`src/rtl/rom_stream_ctrl.sv`:
```
// ROM sequencer: issues a run of wrapping ROM addresses and streams the
// returned samples downstream through a 2-entry registered output buffer.
module rom_stream_ctrl #(
    parameter int DATA_WIDTH      = 32,
    parameter int ROM_DEPTH       = 512,
    parameter int ADDR_WIDTH_BITS = $clog2(ROM_DEPTH)
) (
    input  logic                         sys_clock,
    input  logic                         sys_reset,
    input  logic                         start_i,
    input  logic                         abort_i,
    input  logic [ADDR_WIDTH_BITS-1:0]   base_addr_i,
    input  logic [ADDR_WIDTH_BITS:0]     length_i,
    output logic [ADDR_WIDTH_BITS-1:0]   rom_addr_o,
    input  logic signed [DATA_WIDTH-1:0] rom_data_i,
    output logic signed [DATA_WIDTH-1:0] m_data_o,
    output logic                         m_valid_o,
    input  logic                         m_ready_i,
    output logic                         m_last_o,
    output logic                         busy_o,
    output logic                         done_o
);

    localparam int AW = ADDR_WIDTH_BITS;
    localparam int CW = ADDR_WIDTH_BITS + 1;
    localparam logic [CW-1:0] DEPTH_C   = CW'(ROM_DEPTH);
    localparam logic [AW-1:0] LAST_ADDR = AW'(ROM_DEPTH - 1);

    typedef enum logic [1:0] {
        IDLE,
        RUN,
        DRAIN,
        DONE
    } state_t;

    state_t r_state;
    state_t w_state_nxt;

    logic [CW-1:0] r_len;
    logic [CW-1:0] r_iss;
    logic [CW-1:0] r_acc;
    logic [AW-1:0] r_addr;
    logic          r_inflight;
    logic          r_if_last;

    logic signed [DATA_WIDTH-1:0] r_hd_d;
    logic signed [DATA_WIDTH-1:0] r_tl_d;
    logic                         r_hd_v;
    logic                         r_hd_l;
    logic                         r_tl_v;
    logic                         r_tl_l;

    logic signed [DATA_WIDTH-1:0] w_hd_d;
    logic signed [DATA_WIDTH-1:0] w_tl_d;
    logic                         w_hd_v;
    logic                         w_hd_l;
    logic                         w_tl_v;
    logic                         w_tl_l;

    logic          w_start;
    logic          w_abort;
    logic          w_pop;
    logic          w_push;
    logic          w_issue;
    logic [2:0]    w_occ;
    logic [CW-1:0] w_len_cl;
    logic [CW-1:0] w_iss_nxt;
    logic [CW-1:0] w_acc_nxt;

    assign w_start  = (r_state == IDLE) && start_i;
    assign w_abort  = abort_i && ((r_state == RUN) || (r_state == DRAIN));
    assign w_pop    = r_hd_v && m_ready_i;
    assign w_push   = r_inflight;
    assign w_len_cl = (length_i > DEPTH_C) ? DEPTH_C : length_i;

    // Occupancy counts the read in flight so the buffer can never overflow.
    assign w_occ = 3'(r_hd_v) + 3'(r_tl_v) + 3'(r_inflight);

    assign w_issue = (r_state == RUN) && !abort_i
                  && (r_iss < r_len)
                  && (w_occ < (3'd2 + 3'(w_pop)));

    assign w_iss_nxt = r_iss + CW'(w_issue);
    assign w_acc_nxt = r_acc + CW'(w_pop);

    always_ff @(posedge sys_clock) begin
        if (sys_reset) begin
            r_state <= IDLE;
        end else begin
            r_state <= w_state_nxt;
        end
    end

    always_comb begin
        w_state_nxt = r_state;
        unique case (r_state)
            IDLE: begin
                if (w_start) begin
                    w_state_nxt = (w_len_cl == '0) ? DONE : RUN;
                end
            end
            RUN: begin
                if (abort_i) begin
                    w_state_nxt = IDLE;
                end else if (w_iss_nxt == r_len) begin
                    w_state_nxt = DRAIN;
                end
            end
            DRAIN: begin
                if (abort_i) begin
                    w_state_nxt = IDLE;
                end else if (w_acc_nxt == r_len) begin
                    w_state_nxt = DONE;
                end
            end
            DONE: begin
                w_state_nxt = IDLE;
            end
            default: begin
                w_state_nxt = IDLE;
            end
        endcase
    end

    always_ff @(posedge sys_clock) begin
        if (sys_reset) begin
            r_len      <= '0;
            r_iss      <= '0;
            r_acc      <= '0;
            r_addr     <= '0;
            r_inflight <= 1'b0;
            r_if_last  <= 1'b0;
        end else begin
            r_inflight <= w_issue;
            r_if_last  <= w_issue && (r_iss == (r_len - CW'(1)));
            if (w_start) begin
                r_len  <= w_len_cl;
                r_iss  <= '0;
                r_acc  <= '0;
                r_addr <= base_addr_i;
            end else begin
                r_iss <= w_iss_nxt;
                r_acc <= w_acc_nxt;
                if (w_issue) begin
                    r_addr <= (r_addr == LAST_ADDR) ? '0 : r_addr + AW'(1);
                end
            end
        end
    end

    // Head register drives the outputs directly; tail absorbs a stall.
    always_comb begin
        w_hd_d = r_hd_d;
        w_hd_v = r_hd_v;
        w_hd_l = r_hd_l;
        w_tl_d = r_tl_d;
        w_tl_v = r_tl_v;
        w_tl_l = r_tl_l;
        if (w_pop) begin
            w_hd_d = r_tl_d;
            w_hd_l = r_tl_l;
            w_hd_v = r_tl_v;
            w_tl_v = 1'b0;
        end
        if (w_push) begin
            if (!w_hd_v) begin
                w_hd_d = rom_data_i;
                w_hd_l = r_if_last;
                w_hd_v = 1'b1;
            end else begin
                w_tl_d = rom_data_i;
                w_tl_l = r_if_last;
                w_tl_v = 1'b1;
            end
        end
    end

    always_ff @(posedge sys_clock) begin
        if (sys_reset) begin
            r_hd_d <= '0;
            r_hd_v <= 1'b0;
            r_hd_l <= 1'b0;
            r_tl_d <= '0;
            r_tl_v <= 1'b0;
            r_tl_l <= 1'b0;
        end else if (w_abort) begin
            r_hd_v <= 1'b0;
            r_hd_l <= 1'b0;
            r_tl_v <= 1'b0;
            r_tl_l <= 1'b0;
        end else begin
            r_hd_d <= w_hd_d;
            r_hd_v <= w_hd_v;
            r_hd_l <= w_hd_l;
            r_tl_d <= w_tl_d;
            r_tl_v <= w_tl_v;
            r_tl_l <= w_tl_l;
        end
    end

    assign rom_addr_o = r_addr;
    assign m_data_o   = r_hd_d;
    assign m_valid_o  = r_hd_v;
    assign m_last_o   = r_hd_v && r_hd_l;
    assign busy_o     = (r_state != IDLE);
    assign done_o     = (r_state == DONE);

endmodule

```
`config.mk`:
```
export PLATFORM = sky130hd
export DESIGN_NAME = rom_stream_ctrl
export DESIGN_NICKNAME = d
export VERILOG_FILES = /design/src/rtl/rom_stream_ctrl.sv
export SDC_FILE = /design/constraint.sdc
export NUM_CORES = 1
export LEC_CHECK = 0
export BUFFER_PORTS_ARGS = -buffer_cell sky130_fd_sc_hd__buf_2
export CAP_MARGIN = 20
export CORE_ASPECT_RATIO = 0.7
export CORE_UTILIZATION = 45
export CTS_BUF_LIST = sky130_fd_sc_hd__clkbuf_4
export CTS_CLUSTER_DIAMETER = 100
export DETAILED_ROUTE_END_ITERATION = 8
export PLACE_DENSITY = 0.7
export SETUP_SLACK_MARGIN = 0.1
export SYNTH_ARGS = -nofsm -noshare
export SYNTH_HDL_FRONTEND = slang
export SYNTH_SLANG_ARGS = --single-unit
```
`constraint.sdc`:
```
create_clock -name sys_clock -period 4.5 [get_ports sys_clock]
set_input_delay 0.9 -clock sys_clock [delete_from_list [all_inputs] [get_ports sys_clock]]
set_output_delay 0.9 -clock sys_clock [all_outputs]
set_load 0.1 [all_outputs]
```
# Yosys cells after proc, flatten, opt, wreduce, memory -nomap -nowiden
# Cells that the tools add are included.
totals:
  reg_bits: 111
  out_inout_bits: 45
  wordCells: 75
classes:
  n_addsub: 7
  order_cmp: 3
  eq_ne: 10
  mux: 22
  bitwise_logic: 1
  n_reduce_logical: 19
ops:
  columns: ["cell", "n"]
  rows:
  - ["$mux W32", 3]
  - ["$eq A10 B10 Y1", 3]
  - ["$mux W9", 3]
  - ["$add A10 B1 Y10", 2]
  - ["$mux W2", 6]
  - ["$gt A10 B10 Y1 const B", 1]
  - ["$logic_not A10 Y1", 1]
  - ["$lt A10 B10 Y1", 1]
  - ["$mux W10", 1]
  - ["$sub A10 B1 Y10 const B", 1]
  - ["$add A9 B1 Y9 const B", 1]
  - ["$eq A9 B9 Y1 const B", 1]
  - ["$logic_and A1 B1 Y1", 8]
  - ["$mux W1", 8]
  - ["$pmux W2 S4", 1]
  - ["$ne A3 B2 Y1 const B", 2]
  - ["$reduce_and A3 Y1", 2]
  - ["$eq A2 B2 Y1 const B", 2]
  - ["$reduce_bool A2 Y1", 2]
  - ["$reduce_or A2 Y1", 2]
  - ["$add A2 B1 Y3", 1]
  - ["$add A2 B1 Y3 const A", 1]
  - ["$lt A3 B3 Y1", 1]
  - ["$add A1 B1 Y2", 1]
  - ["other kinds (7)", 7]

# Depth between registers and ports, before layout
# Gate-level depths: netlist (run 1).
logic_depth:
  ltp_word: 9
  ltp_mapped: 20
  depth_no_buf: 18

# Least setup slack after synthesis (run 1)
# Ideal clock, no wire load.
synth_timing:
  path_kind: "reg2reg"
  from: "register r_hd_v, in the netlist m_valid_o"
  to: "register r_state[1]"
  setup_ns: 0.091
  t_arrival_ns: 4.175
  required_ns: 4.409
  slack_ns: 0.234
  path_stages_with_launch: 17
  n_path_buf: 2
  synth_period_minus_slack_ns: 4.266
  cell_sequence: "dfxtp_1 -> fa_1 -> o21ai_0 -> o211ai_1 -> clkbuf_1 -> or2_2 -> inv_1 -> ha_1 -> ha_1 -> buf_2 -> xnor3_4 -> nand4_1 -> a211oi_1 -> o22ai_1 -> o41ai_4 -> a21oi_2 -> a311oi_1"
synth_between:
  elab_chain_len: 8
  word_cells_on_any_way: 13
  classes_between: "add/sub: 5; order compare: 1; eq/ne: 4; reduce/logical: 3"
synth_lines:
  columns: ["item", "line", "source"]
  rows:
  - ["start: declaration", "48", "logic r_hd_v;"]
  - ["start signal: assignment", "193", "r_hd_v <= w_hd_v;"]
  - ["$add A1 B1 Y2 or $logic_and A1 B1 Y1 (tied branches)", "77, 72", null]
  - ["$add A2 B1 Y3, on equally long branches", "77, 81", null]
  - ["$lt A3 B3 Y1 *", "81", "&& (w_occ < (3'd2 + 3'(w_pop)));"]
  - ["$logic_and A1 B1 Y1 *", "81", null]
  - ["named net w_issue", "64", "logic w_issue;"]
  - ["$add A10 B1 Y10 *", "83", "assign w_iss_nxt = r_iss + CW'(w_issue);"]
  - ["$eq A10 B10 Y1 *", "105", "end else if (w_iss_nxt == r_len) begin"]
  - ["$ne A3 B2 Y1 (no line) *", null, null]
  - ["$reduce_and A3 Y1 (no line) *", null, null]
  - ["end signal: assignment", "90", "r_state <= w_state_nxt;"]
  - ["end: declaration", "36", "state_t r_state;"]
# The timed path passes the listed nets; every way through them passes the cells marked *.
# A chain may end at the register's enable or synchronous reset.

# Final worst setup path (run 1)
layout_timing:
  from: "register r_len[1]"
  to: "register r_state[1]"
layout_between:
  elab_chain_len: 7
  word_cells_on_any_way: 9
  classes_between: "add/sub: 1; order compare: 1; eq/ne: 4; reduce/logical: 3"
layout_lines:
  columns: ["item", "line", "source"]
  rows:
  - ["start: declaration", "39", "logic [CW-1:0] r_len;"]
  - ["start signal: assignment", "137", "r_len <= w_len_cl;"]
  - ["$lt A10 B10 Y1", "80", "&& (r_iss < r_len)"]
  - ["$logic_and A1 B1 Y1", "80", null]
  - ["$logic_and A1 B1 Y1", "81", null]
  - ["named net w_issue", "64", null]
  - ["$add A10 B1 Y10", "83", null]
  - ["$eq A10 B10 Y1", "105", null]
  - ["$ne A3 B2 Y1 (no line)", null, null]
  - ["$reduce_and A3 Y1 (no line)", null, null]
# The timed path passes the listed nets, and every way through them passes these cells.

==> results of run 1 <==
-- layer usage --
metal | track usage, % | vias up | share of wire (%)
li1 | - | 2808 | -
met1 | 34.2 | 2502 | 52
met2 | 31.7 | 190 | 40
met3 | 5.27 | 21 | 7.2
met4 | 5.45 | 0 | 1.4
met5 | 0 | - | 0
-- cell usage after synthesis (2+ instances only) --
cell / n / area share (%)
sky130_fd_sc_hd__buf_2: 4 / 0.34
sky130_fd_sc_hd__nor4_1: 6 / 0.64
sky130_fd_sc_hd__and3_1: 9 / 0.96
sky130_fd_sc_hd__nand2b_1: 10 / 1.1
sky130_fd_sc_hd__a211oi_1: 3 / 0.38
sky130_fd_sc_hd__dfxtp_1: 111 / 38
sky130_fd_sc_hd__inv_1: 18 / 1.2
sky130_fd_sc_hd__a21oi_1: 110 / 9.4
sky130_fd_sc_hd__nor3_1: 8 / 0.68
sky130_fd_sc_hd__nor2b_1: 3 / 0.32
sky130_fd_sc_hd__a31oi_1: 4 / 0.43
sky130_fd_sc_hd__nor2_1: 48 / 3.1
sky130_fd_sc_hd__o21bai_1: 3 / 0.38
sky130_fd_sc_hd__o21a_1: 2 / 0.26
sky130_fd_sc_hd__a311oi_1: 8 / 1.2
sky130_fd_sc_hd__nand4_1: 6 / 0.64
sky130_fd_sc_hd__nor3b_1: 3 / 0.38
sky130_fd_sc_hd__buf_1: 2 / 0.13
sky130_fd_sc_hd__a21o_1: 2 / 0.26
sky130_fd_sc_hd__xnor3_4: 2 / 0.90
sky130_fd_sc_hd__nand2_1: 191 / 12
sky130_fd_sc_hd__or4_1: 8 / 1.0
sky130_fd_sc_hd__xnor2_1: 28 / 4.2
sky130_fd_sc_hd__ha_1: 22 / 4.7
sky130_fd_sc_hd__o21ai_0: 51 / 4.4
sky130_fd_sc_hd__xor2_1: 12 / 1.8
sky130_fd_sc_hd__a32oi_1: 2 / 0.30
sky130_fd_sc_hd__clkbuf_1: 41 / 2.6
sky130_fd_sc_hd__and2_1: 6 / 0.64
sky130_fd_sc_hd__o211ai_1: 3 / 0.38
sky130_fd_sc_hd__o31ai_1: 8 / 1.0
sky130_fd_sc_hd__nor3_2: 2 / 0.34
sky130_fd_sc_hd__nand3_1: 14 / 1.2
-- cell type report --
class	count	area, sq um
clock buffer	9	67.6
clock inverter	7	90.1
fill	1243	5910
inverter	19	71.3
multi-input combinational	598	3390
sequential	111	2220
tap	162	203
timing repair buffer	113	598
-- placed cells by master (no fill, tap or decap), types with 3 or more instances in the layout --
cell type | Yosys | final
sky130_fd_sc_hd__a211oi_1 | 3 | 3
sky130_fd_sc_hd__a21oi_1 | 110 | 109
sky130_fd_sc_hd__a311oi_1 | 8 | 8
sky130_fd_sc_hd__a31oi_1 | 4 | 4
sky130_fd_sc_hd__and2_1 | 6 | 6
sky130_fd_sc_hd__and3_1 | 9 | 9
sky130_fd_sc_hd__buf_2 | 4 | 100
sky130_fd_sc_hd__buf_4 | 1 | 13
sky130_fd_sc_hd__clkbuf_4 | 0 | 9
sky130_fd_sc_hd__dfxtp_1 | 111 | 111
sky130_fd_sc_hd__ha_1 | 22 | 21
sky130_fd_sc_hd__inv_1 | 18 | 18
sky130_fd_sc_hd__nand2_1 | 191 | 191
sky130_fd_sc_hd__nand2b_1 | 10 | 10
sky130_fd_sc_hd__nand3_1 | 14 | 14
sky130_fd_sc_hd__nand4_1 | 6 | 6
sky130_fd_sc_hd__nor2_1 | 48 | 47
sky130_fd_sc_hd__nor3_1 | 8 | 8
sky130_fd_sc_hd__nor3b_1 | 3 | 3
sky130_fd_sc_hd__nor4_1 | 6 | 6
sky130_fd_sc_hd__o211ai_1 | 3 | 3
sky130_fd_sc_hd__o21ai_0 | 51 | 51
sky130_fd_sc_hd__o21bai_1 | 3 | 3
sky130_fd_sc_hd__o31ai_1 | 8 | 8
sky130_fd_sc_hd__or4_1 | 8 | 8
sky130_fd_sc_hd__xnor2_1 | 28 | 28
sky130_fd_sc_hd__xor2_1 | 12 | 12
-- timing repair --
action | 4_1_cts | 5_1_grt
endpoints found under the hold margin | 0 | 0
gates resized for setup | 0 | 1
endpoints found under the setup margin | 0 | 2
hold buffers | 0 | 0
-- cells by family (layout without fill, tap and decap cells) --
family                     Yosys count  after routing  share of synthesized area (%)
adders and majority gates           23             23                           5.04
and+or+nand+nor                    324            324                           24.7
AOI/OAI and AO/OA                  207            207                           20.3
buffers and inverters               67            148                           4.44
DFF                                111            111                           37.9
xor gates and xnor gates            44             44                           7.54
-- metrics by stage --
step / util, % / total power [mW]
5_1_grt: 52.9 / 2.85
3_5_place_dp: 51.7 / 2.18
2_1_floorplan: - / 1.95
6_report: 52.9 / 2.71
4_1_cts: 52.9 / 2.72
3_3_place_gp: 51.7 / 2.18
-- worst paths after layout --
check                    end  depth (start not counted)       from
setup reg to reg  r_state[1]                         17   r_len[1]
hold reg to reg    r_tl_d[0]                          2  r_tl_d[0]
hold / removal     r_tl_d[0]                          2  r_tl_d[0]
setup / recovery  r_state[1]                         17   r_len[1]
-- power by group through the flow --
stage	logic, mW	clock network, mW	registers (mW)
2_1_floorplan	0.523	0	1.43
3_3_place_gp	1.04	0	1.15
3_5_place_dp	1.04	0	1.15
4_1_cts	1.04	0.555	1.12
5_1_grt	1.12	0.592	1.14
6_report	1.04	0.537	1.13
-- sequential cells by signal, summed over array words and instances (netlist names), 2 cells and up --
register	cells
r_len	10
r_acc	10
r_tl_d	32
r_iss	10
rom_addr_o	9
m_data_o	32
r_state	2
-- worst register-to-register path: stages, from the launching register on --
cell and delay, ns:
sky130_fd_sc_hd__dfxtp_1 0.52, sky130_fd_sc_hd__inv_1 0.13, sky130_fd_sc_hd__ha_1 0.31, sky130_fd_sc_hd__nor2b_1 0.13, sky130_fd_sc_hd__o21a_1 0.16, sky130_fd_sc_hd__o21a_1 0.16
sky130_fd_sc_hd__o21ai_1 0.15, sky130_fd_sc_hd__a211oi_2 0.11, sky130_fd_sc_hd__or2_2 0.34, sky130_fd_sc_hd__inv_1 0.07, sky130_fd_sc_hd__ha_1 0.25, sky130_fd_sc_hd__ha_2 0.33
sky130_fd_sc_hd__nand3_1 0.17, sky130_fd_sc_hd__o21ai_0 0.18, sky130_fd_sc_hd__nand4_1 0.17, sky130_fd_sc_hd__o41ai_4 0.46, sky130_fd_sc_hd__a21oi_2 0.09, sky130_fd_sc_hd__a311oi_1 0.28
==> results.json, run 1 <==
{
  "async_reset_ff_share_pct": 0,
  "critical_path.max_fanout": 8,
  "antenna_found_initial": 0,
  "port-buffer-count": 100,
  "critical-path-top-delay-family": "compound AO/OA/AOI/OAI gates",
  "period_needed_ns": 4.09,
  "clkLatencyLatePin_ns": 0.47,
  "crit_required_ns": 4.88,
  "overall_routing_resource_usage_pct": 22.6,
  "finalHoldViolCount": 0,
  "netSwitchingPower_mw": 1.21,
  "tritoncts_clock_tree": "yes",
  "power.sequential.fraction_pct": 41.6,
  "numClockSinks": 111,
  "detail_route.first_pass.iterations": 8,
  "timing.clock.skew_ns": 0.0242,
  "cp_num_buf_inv": 2,
  "setup.worst_path.end_class": "flop",
  "grt_pass1_wl_mm": 24.6,
  "postSynthRegisterBits": 111,
  "finalWirelength_mm": 15.0,
  "inst_count_dp": 1003,
  "initial_utilization_pct": 46.7,
  "detail_route.wl_per_cell_um": 14.7,
  "synthesis.nets": 855,
  "synthCells": 776,
  "fin_cells": 1019,
  "drt_first_iter_violations": 541,
  "crit_path_cell_trace": "inv_1 -> ha_1 -> nor2b_1 -> o21a_1 -> o21a_1 -> o21ai_1 -> a211oi_2 -> or2_2 -> inv_1 -> ha_1 -> ha_2 -> nand3_1 -> o21ai_0 -> nand4_1 -> o41ai_4 -> a21oi_2 -> a311oi_1",
  "core_sq_um": 12500,
  "post-cts-setup-buffers": 0,
  "setup_slack_ns": 0.411,
  "setup.reg_to_reg.worst_slack_ns": 0.41,
  "finalSetupViolCount": 0,
  "final_layout_size_suffix_gt1_share_pct": 17.2,
  "timing.critical_path.slowest_stage_cell": "sky130_fd_sc_hd__dfxtp_1",
  "dpl.hpwl_mm": 10.5,
  "cts.htree.levels": 3,
  "drcViolationCount": 12,
  "pwr-share-comb_pct": 38.5,
  "worst_hold_slack_ns": 0.466,
  "irDropWorstVdd_v": 0.000446,
  "criticalPathCategory": "reg -> reg",
  "synth_flop_cell": "sky130_fd_sc_hd__dfxtp_1",
  "outcome": "complete, but fails checks",
  "swShare_pct": 44.6,
  "p_int_mw": 1.50,
  "slowest_delay_ns": 0.52,
  "post-place-ws_ns": 0.461,
  "cts.path.max_buffers": 2,
  "cts.clk_slew.worst_paths_ns": 0.19,
  "drt-vias-per-instance": 5.42,
  "timing.max_cap.violations": 0,
  "die_area_sq_um": 13500,
  "power_frac_clock_pct": 19.8,
  "power_density_nw_per_um2": 408,
  "worst_hold_path_type": "reg -> reg",
  "dieWidth_um": 138,
  "final_max_slew_viol_count": 0,
  "n_antenna_cell": 0,
  "cts_made_buffers": 9,
  "rsz0062_at_grt": "no",
  "postPlaceCellArea_sq_um": 6480,
  "global_route.overflow_total": 0,
  "setup_total_negative_slack_ns": 0,
  "io_pins": 101,
  "globalplace.congestion": 0.968,
  "leakage_nw": 2.50,
  "worst_slew_pin_slew_ns": 0.948,
  "rows": 34,
  "clock_tree.root_cell": "sky130_fd_sc_hd__clkbuf_4",
  "synthesis.area_per_instance_sq_um": 7.55,
  "slew_headroom_pct": 36.4,
  "fmaxAchievable_mhz": 245,
  "mappedNetlistArea_sq_um": 5860,
  "synth_cell_types": 59,
  "grt_pass1_vias": 4787,
  "synth-seq-area-share_pct": 37.9,
  "final_cell_area_sq_um": 6640,
  "largest_net_degree_at_the_start_of_global_routing": 37,
  "postRouteAntennaNets": 0,
  "synth-warning-count": 0,
  "cp_data_arrival_time_ns": 4.47,
  "portion_of_the_clock_cycle_consumed_by_the_worst_path_in_the_final_layout_pct": 90.9,
  "violations": "DRC",
  "critPathLaunchType": "flop",
  "detailroute.via_count": 5521,
  "fp.dieH_um": 97.5,
  "nets": 931,
  "area.growth.synth_to_final_pct": 13.4,
  "synth-edff-count": 0
}
Note: power is estimated with default switching activity, not from simulation.
==> run 2: changes to the inputs <==
--- a/config.mk
+++ b/config.mk
@@ -8,11 +8,12 @@
 export BUFFER_PORTS_ARGS = -buffer_cell sky130_fd_sc_hd__buf_2
 export CAP_MARGIN = 20
 export CORE_ASPECT_RATIO = 0.7
-export CORE_UTILIZATION = 45
+export CORE_UTILIZATION = 58
 export CTS_BUF_LIST = sky130_fd_sc_hd__clkbuf_4
 export CTS_CLUSTER_DIAMETER = 100
 export DETAILED_ROUTE_END_ITERATION = 8
-export PLACE_DENSITY = 0.7
+export PLACE_DENSITY = 0.86
+export REMOVE_ABC_BUFFERS = 1
 export SETUP_SLACK_MARGIN = 0.1
 export SYNTH_ARGS = -nofsm -noshare
 export SYNTH_HDL_FRONTEND = slang
==> results.json, run 2 (synthesis gave the netlist of run 1 again) <==
{
  "cts_made_buffers": 9,
  "nets": 929,
  "grt_pass1_wl_mm": 25.4,
  "setup.reg_to_reg.worst_slack_ns": 0.42,
  "cp_data_arrival_time_ns": 4.48,
  "critPathLaunchType": "flop",
  "finalWirelength_mm": 15.8,
  "antenna_found_initial": 0,
  "cts_hold_buf": 0,
  "final_cell_area_sq_um": 6570,
  "criticalPathCategory": "reg -> reg",
  "n_antenna_cell": 0,
  "timing.critical_path.slowest_stage_cell": "sky130_fd_sc_hd__o41ai_4",
  "io_pins": 101,
  "finalHoldViolCount": 0,
  "postPlaceCellArea_sq_um": 6440,
  "post-place-ws_ns": 0.482,
  "dieWidth_um": 122,
  "cp_num_buf_inv": 2,
  "core_sq_um": 9760,
  "area.growth.synth_to_final_pct": 12.1,
  "setup_slack_ns": 0.421,
  "postRouteAntennaNets": 0,
  "crit_required_ns": 4.90,
  "final_max_slew_viol_count": 0,
  "die_area_sq_um": 10500,
  "leakage_nw": 2.48,
  "final_cell_mix": "sky130_fd_sc_hd__nand2_1, sky130_fd_sc_hd__a21oi_1, sky130_fd_sc_hd__dfxtp_1",
  "period_needed_ns": 4.08,
  "worst_hold_path_type": "reg -> reg",
  "slowest_delay_ns": 0.51,
  "power.sequential.fraction_pct": 42.2,
  "timing.clock.skew_ns": 0.0171,
  "overall_routing_resource_usage_pct": 30.7,
  "detail_route.wl_per_cell_um": 16.1,
  "hp-start": "r_tl_d[30]",
  "detailroute.via_count": 5860,
  "critical-path-top-delay-family": "compound AO/OA/AOI/OAI gates",
  "power_density_nw_per_um2": 407,
  "cts.path.max_buffers": 2,
  "drt-vias-per-instance": 5.96,
  "p_int_mw": 1.45,
  "clkLatencyLatePin_ns": 0.48,
  "drt_first_iter_violations": 590,
  "critical_path.max_fanout": 8,
  "swShare_pct": 45.6,
  "slew_headroom_pct": 33.1,
  "rows": 30,
  "cts.htree.levels": 3,
  "dpl.hpwl_mm": 11.3,
  "mostFrequentLayoutCell": "sky130_fd_sc_hd__nand2_1",
  "pwr-share-comb_pct": 40.4,
  "port-buffer-count": 100,
  "cts.clk_slew.worst_paths_ns": 0.17,
  "largest_net_degree_at_the_start_of_global_routing": 48,
  "clock_tree.root_cell": "sky130_fd_sc_hd__clkbuf_4",
  "irDropWorstVdd_v": 0.000502,
  "global_route.overflow_total": 0,
  "globalplace.congestion": 0.990,
  "worst_slew_pin_slew_ns": 1.00,
  "netSwitchingPower_mw": 1.22,
  "fmaxAchievable_mhz": 245,
  "whs_endpoint": "r_tl_d[30]",
  "fp.dieH_um": 86.1,
  "setup.worst_path.end_class": "flop",
  "grt_pass1_vias": 5290,
  "outcome": "finished clean",
  "worstRegToRegCells": 17,
  "rsz0062_at_grt": "no",
  "detail_route.first_pass.iterations": 7,
  "min_path_cells": 2,
  "initial_utilization_pct": 60.0,
  "timing.max_cap.violations": 0,
  "timing.rr.start": "r_len[1]",
  "portion_of_the_clock_cycle_consumed_by_the_worst_path_in_the_final_layout_pct": 90.7,
  "critPathMostFrequentCell": "sky130_fd_sc_hd__ha_1",
  "final_layout_size_suffix_gt1_share_pct": 16.8,
  "crit_path_cell_trace": "inv_1 -> ha_1 -> nor2b_1 -> o21a_1 -> o21a_1 -> o21ai_1 -> a211oi_2 -> or2_2 -> inv_1 -> ha_1 -> ha_1 -> nand3_1 -> o21ai_0 -> nand4_1 -> o41ai_4 -> a21oi_2 -> a311oi_1",
  "worst_r2r_endpoint": "r_state[1]",
  "drcViolationCount": 0,
  "power_frac_clock_pct": 17.4,
  "finalSetupViolCount": 0,
  "numClockSinks": 111,
  "tritoncts_clock_tree": "yes"
}
[run 2: changes by cell type in the layout (fill, tap and decap cells not counted), sizes merged]
cell      delta
inv          -1
clkbuf       +1
clkinv       +2
buf          -2
bufinv       -1
clkinvlp     -1
[run 2: layout make-up]
cell class | instances | area (sq um)
clock inverter | 6 | 43.8
multi-input combinational | 598 | 3390
tap | 128 | 160
sequential | 111 | 2220
fill | 798 | 3190
inverter | 19 | 71.3
timing repair buffer | 111 | 603
clock buffer | 10 | 75.1
[run 2: power by group through the flow]
stage / logic (mW) / clock network, mW / registers (mW)
finish: 1.08 / 0.464 / 1.13
global route: 1.15 / 0.503 / 1.14
CTS: 1.07 / 0.468 / 1.12
detailed placement: 1.06 / 0 / 1.14
global placement: 1.03 / 0 / 1.14
floorplan: 0.488 / 0 / 1.43
[run 2: routing by layer]
layer	global-route usage (%)	up-vias	wire length, um
li1	-	2802	-
met1	41.6	2753	7090
met2	48.9	279	7090
met3	7.18	26	1430
met4	8.43	0	223
met5	0	-	0
[run 2: how the worst max path moves through the flow]
| stage | start | end | slack [ns] | cells after the start |
|---|---|---|---|---|
| 6_report | r_len[1] | r_state[1] | 0.42 | 17 |
| 5_1_grt | r_len[1] | r_state[0] | 0.12 | 17 |
| 4_1_cts | r_len[2] | r_state[1] | 0.46 | 16 |
| 3_5_place_dp | r_len[2] | r_state[0] | 0.48 | 16 |
| 3_3_place_gp | r_len[2] | r_state[1] | 0.62 | 17 |
| 2_1_floorplan | m_valid_o | r_state[1] | -0.21 | 14 |
[run 2: worst register-to-register path: cells and delay by family, from the launching register on]
family | cells | cell delay [ns]
adders and majority gates | 3 | 0.90
and+or+nand+nor | 4 | 0.88
AOI/OAI and AO/OA | 8 | 1.62
DFF | 1 | 0.45
buffers and inverters | 2 | 0.17
[run 2: stage by stage]
step	cells	utilization, %	TNS, ns	power, mW	hold WS, ns
after floorplan	728	-	-0.412	1.92	0.431
after global placement	966	65.8	0	2.16	0.442
after detailed placement	967	66.0	0	2.21	0.447
after CTS	983	67.3	0	2.66	0.468
after global routing	983	67.3	0	2.79	0.490
final	983	67.3	0	2.67	0.467
[run 2: timing repair]
action / 4_1_cts / 5_1_grt
resized for setup: 0 / 2
endpoints found under the setup margin: 0 / 2
setup buffers: 0 / 0
hold endpoints to repair: 0 / 0
==> run 3: changes to the inputs <==
--- a/config.mk
+++ b/config.mk
@@ -12,7 +12,7 @@
 export CTS_BUF_LIST = sky130_fd_sc_hd__clkbuf_4
 export CTS_CLUSTER_DIAMETER = 100
 export DETAILED_ROUTE_END_ITERATION = 8
-export PLACE_DENSITY = 0.86
+export PLACE_DENSITY = 0.82
 export REMOVE_ABC_BUFFERS = 1
 export SETUP_SLACK_MARGIN = 0.1
 export SYNTH_ARGS = -nofsm -noshare
==> results.json, run 3 (synthesis gave the netlist of run 1 again) <==
{
  "tritoncts_clock_tree": "yes",
  "final_core_utilization_pct": 68.4,
  "finalSetupViolCount": 0,
  "setup_total_negative_slack_ns": 0,
  "hp-start": "r_tl_d[23]",
  "inst_count_dp": 971,
  "global_route.overflow_total": 0,
  "whs_endpoint": "r_tl_d[23]",
  "criticalPathCategory": "reg -> reg",
  "clock_tree.root_cell": "sky130_fd_sc_hd__clkbuf_4",
  "power_density_nw_per_um2": 433,
  "post_cts.resized_instances": 0,
  "setup.worst_path.end_class": "flop",
  "slew_headroom_pct": 36.2,
  "rsz0062_at_grt": "no",
  "postRouteAntennaNets": 0,
  "antenna_found_initial": 1,
  "final_max_slew_viol_count": 0,
  "worst_hold_path_type": "reg -> reg",
  "finalHoldViolCount": 0,
  "clkLatencyLatePin_ns": 0.47,
  "final_cell_mix": "sky130_fd_sc_hd__nand2_1, sky130_fd_sc_hd__dfxtp_1, sky130_fd_sc_hd__a21oi_1",
  "grt_pass1_vias": 5239,
  "drcViolationCount": 0,
  "crit_required_ns": 4.90,
  "port-buffer-count": 100,
  "detail_route.wl_per_cell_um": 15.6,
  "rows": 30,
  "timing.clock.skew_ns": 0.0150,
  "setup_slack_ns": 0.389,
  "post-place-ws_ns": 0.448,
  "cts_made_buffers": 9,
  "fp.dieH_um": 86.1,
  "overall_routing_resource_usage_pct": 30.0,
  "timing.rr.start": "r_len[3]",
  "irDropWorstVdd_v": 0.000389,
  "detail_route.first_pass.iterations": 5,
  "dpl.hpwl_mm": 10.9,
  "timing.max_cap.violations": 0,
  "globalplace.congestion": 1.00,
  "min_path_cells": 2,
  "fin_cells": 988,
  "worstRegToRegCells": 16,
  "post-cts-setup-buffers": 0,
  "period_needed_ns": 4.11,
  "numClockSinks": 111,
  "design_power_total_mw": 2.89,
  "fmaxAchievable_mhz": 243,
  "cts_hold_buf": 0,
  "mostFrequentLayoutCell": "sky130_fd_sc_hd__nand2_1",
  "cts.clk_slew.worst_paths_ns": 0.18,
  "core_sq_um": 9760,
  "leakage_nw": 2.55,
  "initial_utilization_pct": 60.0,
  "cts.path.max_buffers": 2,
  "setup.reg_to_reg.worst_slack_ns": 0.39,
  "critPathLaunchType": "flop",
  "outcome": "finished clean",
  "drt-vias-per-instance": 5.81,
  "worst_slew_pin_slew_ns": 0.957,
  "fillers": 812,
  "worst_r2r_endpoint": "r_state[0]",
  "grt_pass1_wl_mm": 25.0,
  "die_area_sq_um": 10500,
  "area.growth.synth_to_final_pct": 14.0,
  "largest_net_degree_at_the_start_of_global_routing": 45,
  "final_layout_size_suffix_gt1_share_pct": 17.2,
  "detailroute.via_count": 5738,
  "portion_of_the_clock_cycle_consumed_by_the_worst_path_in_the_final_layout_pct": 91.4,
  "cp_data_arrival_time_ns": 4.51,
  "drt_first_iter_violations": 389,
  "nets": 933,
  "io_pins": 101,
  "finalWirelength_mm": 15.4,
  "critical_path.max_fanout": 11,
  "dieWidth_um": 122,
  "cts.htree.levels": 3
}
## run 3: metrics by stage
step	hold WS (ns)	instance area, sq um
3_5_place_dp	0.447	6450
5_1_grt	0.491	6670
4_1_cts	0.468	6670
2_1_floorplan	0.431	5670
3_3_place_gp	0.442	6450
6_report	0.470	6670
## run 3: area by class of cell
class	count	area (sq um)	share of cell area, %
inverter	19	71.3	1.07
multi-input combinational	598	3390	50.8
tap	128	160	2.40
timing repair buffer	115	613	9.19
clock inverter	7	149	2.23
antenna	1	2.50	0.0375
sequential	111	2220	33.3
clock buffer	9	67.6	1.01
## run 3: power breakdown
group / total (mW) / switching, mW / internal, mW / leakage, nW
Combinational: 1.08 / 0.804 / 0.274 / 1.53
Sequential: 1.12 / 0.0708 / 1.05 / 0.898
Clock: 0.692 / 0.347 / 0.345 / 0.113
## run 3: worst max path at each step
stage               from    endpoint  cells past startpoint
2_1_floorplan  m_valid_o  r_state[1]                     14
3_3_place_gp    r_len[1]  r_state[1]                     18
3_5_place_dp    r_len[1]  r_state[1]                     18
4_1_cts         r_len[1]  r_state[0]                     18
5_1_grt         r_len[1]  r_state[1]                     18
6_report        r_len[3]  r_state[0]                     16
## run 3: per-layer routing
| metal | up-vias | track usage [%] | routed length (um) | share of wire (%) |
|---|---|---|---|---|
| li1 | 2816 | - | - | - |
| met1 | 2702 | 40.3 | 7260 | 47 |
| met2 | 199 | 47.3 | 6910 | 45 |
| met3 | 21 | 8.44 | 1050 | 6.8 |
| met4 | 0 | 8.20 | 214 | 1.4 |
| met5 | - | 0 | 0 | 0 |
## run 3: critical path, cell delays in order, from the launching register on
cell	delay (ns)
sky130_fd_sc_hd__dfxtp_1	0.63
sky130_fd_sc_hd__inv_1	0.22
sky130_fd_sc_hd__ha_1	0.34
sky130_fd_sc_hd__o21a_1	0.11
sky130_fd_sc_hd__o21ai_1	0.06
sky130_fd_sc_hd__a211oi_2	0.27
sky130_fd_sc_hd__or2_2	0.18
sky130_fd_sc_hd__inv_1	0.04
sky130_fd_sc_hd__ha_1	0.24
sky130_fd_sc_hd__ha_1	0.32
sky130_fd_sc_hd__or3b_1	0.38
sky130_fd_sc_hd__a21oi_1	0.13
sky130_fd_sc_hd__or4_1	0.12
sky130_fd_sc_hd__nand4_1	0.12
sky130_fd_sc_hd__o41ai_4	0.56
sky130_fd_sc_hd__a21oi_1	0.13
sky130_fd_sc_hd__a211oi_1	0.21
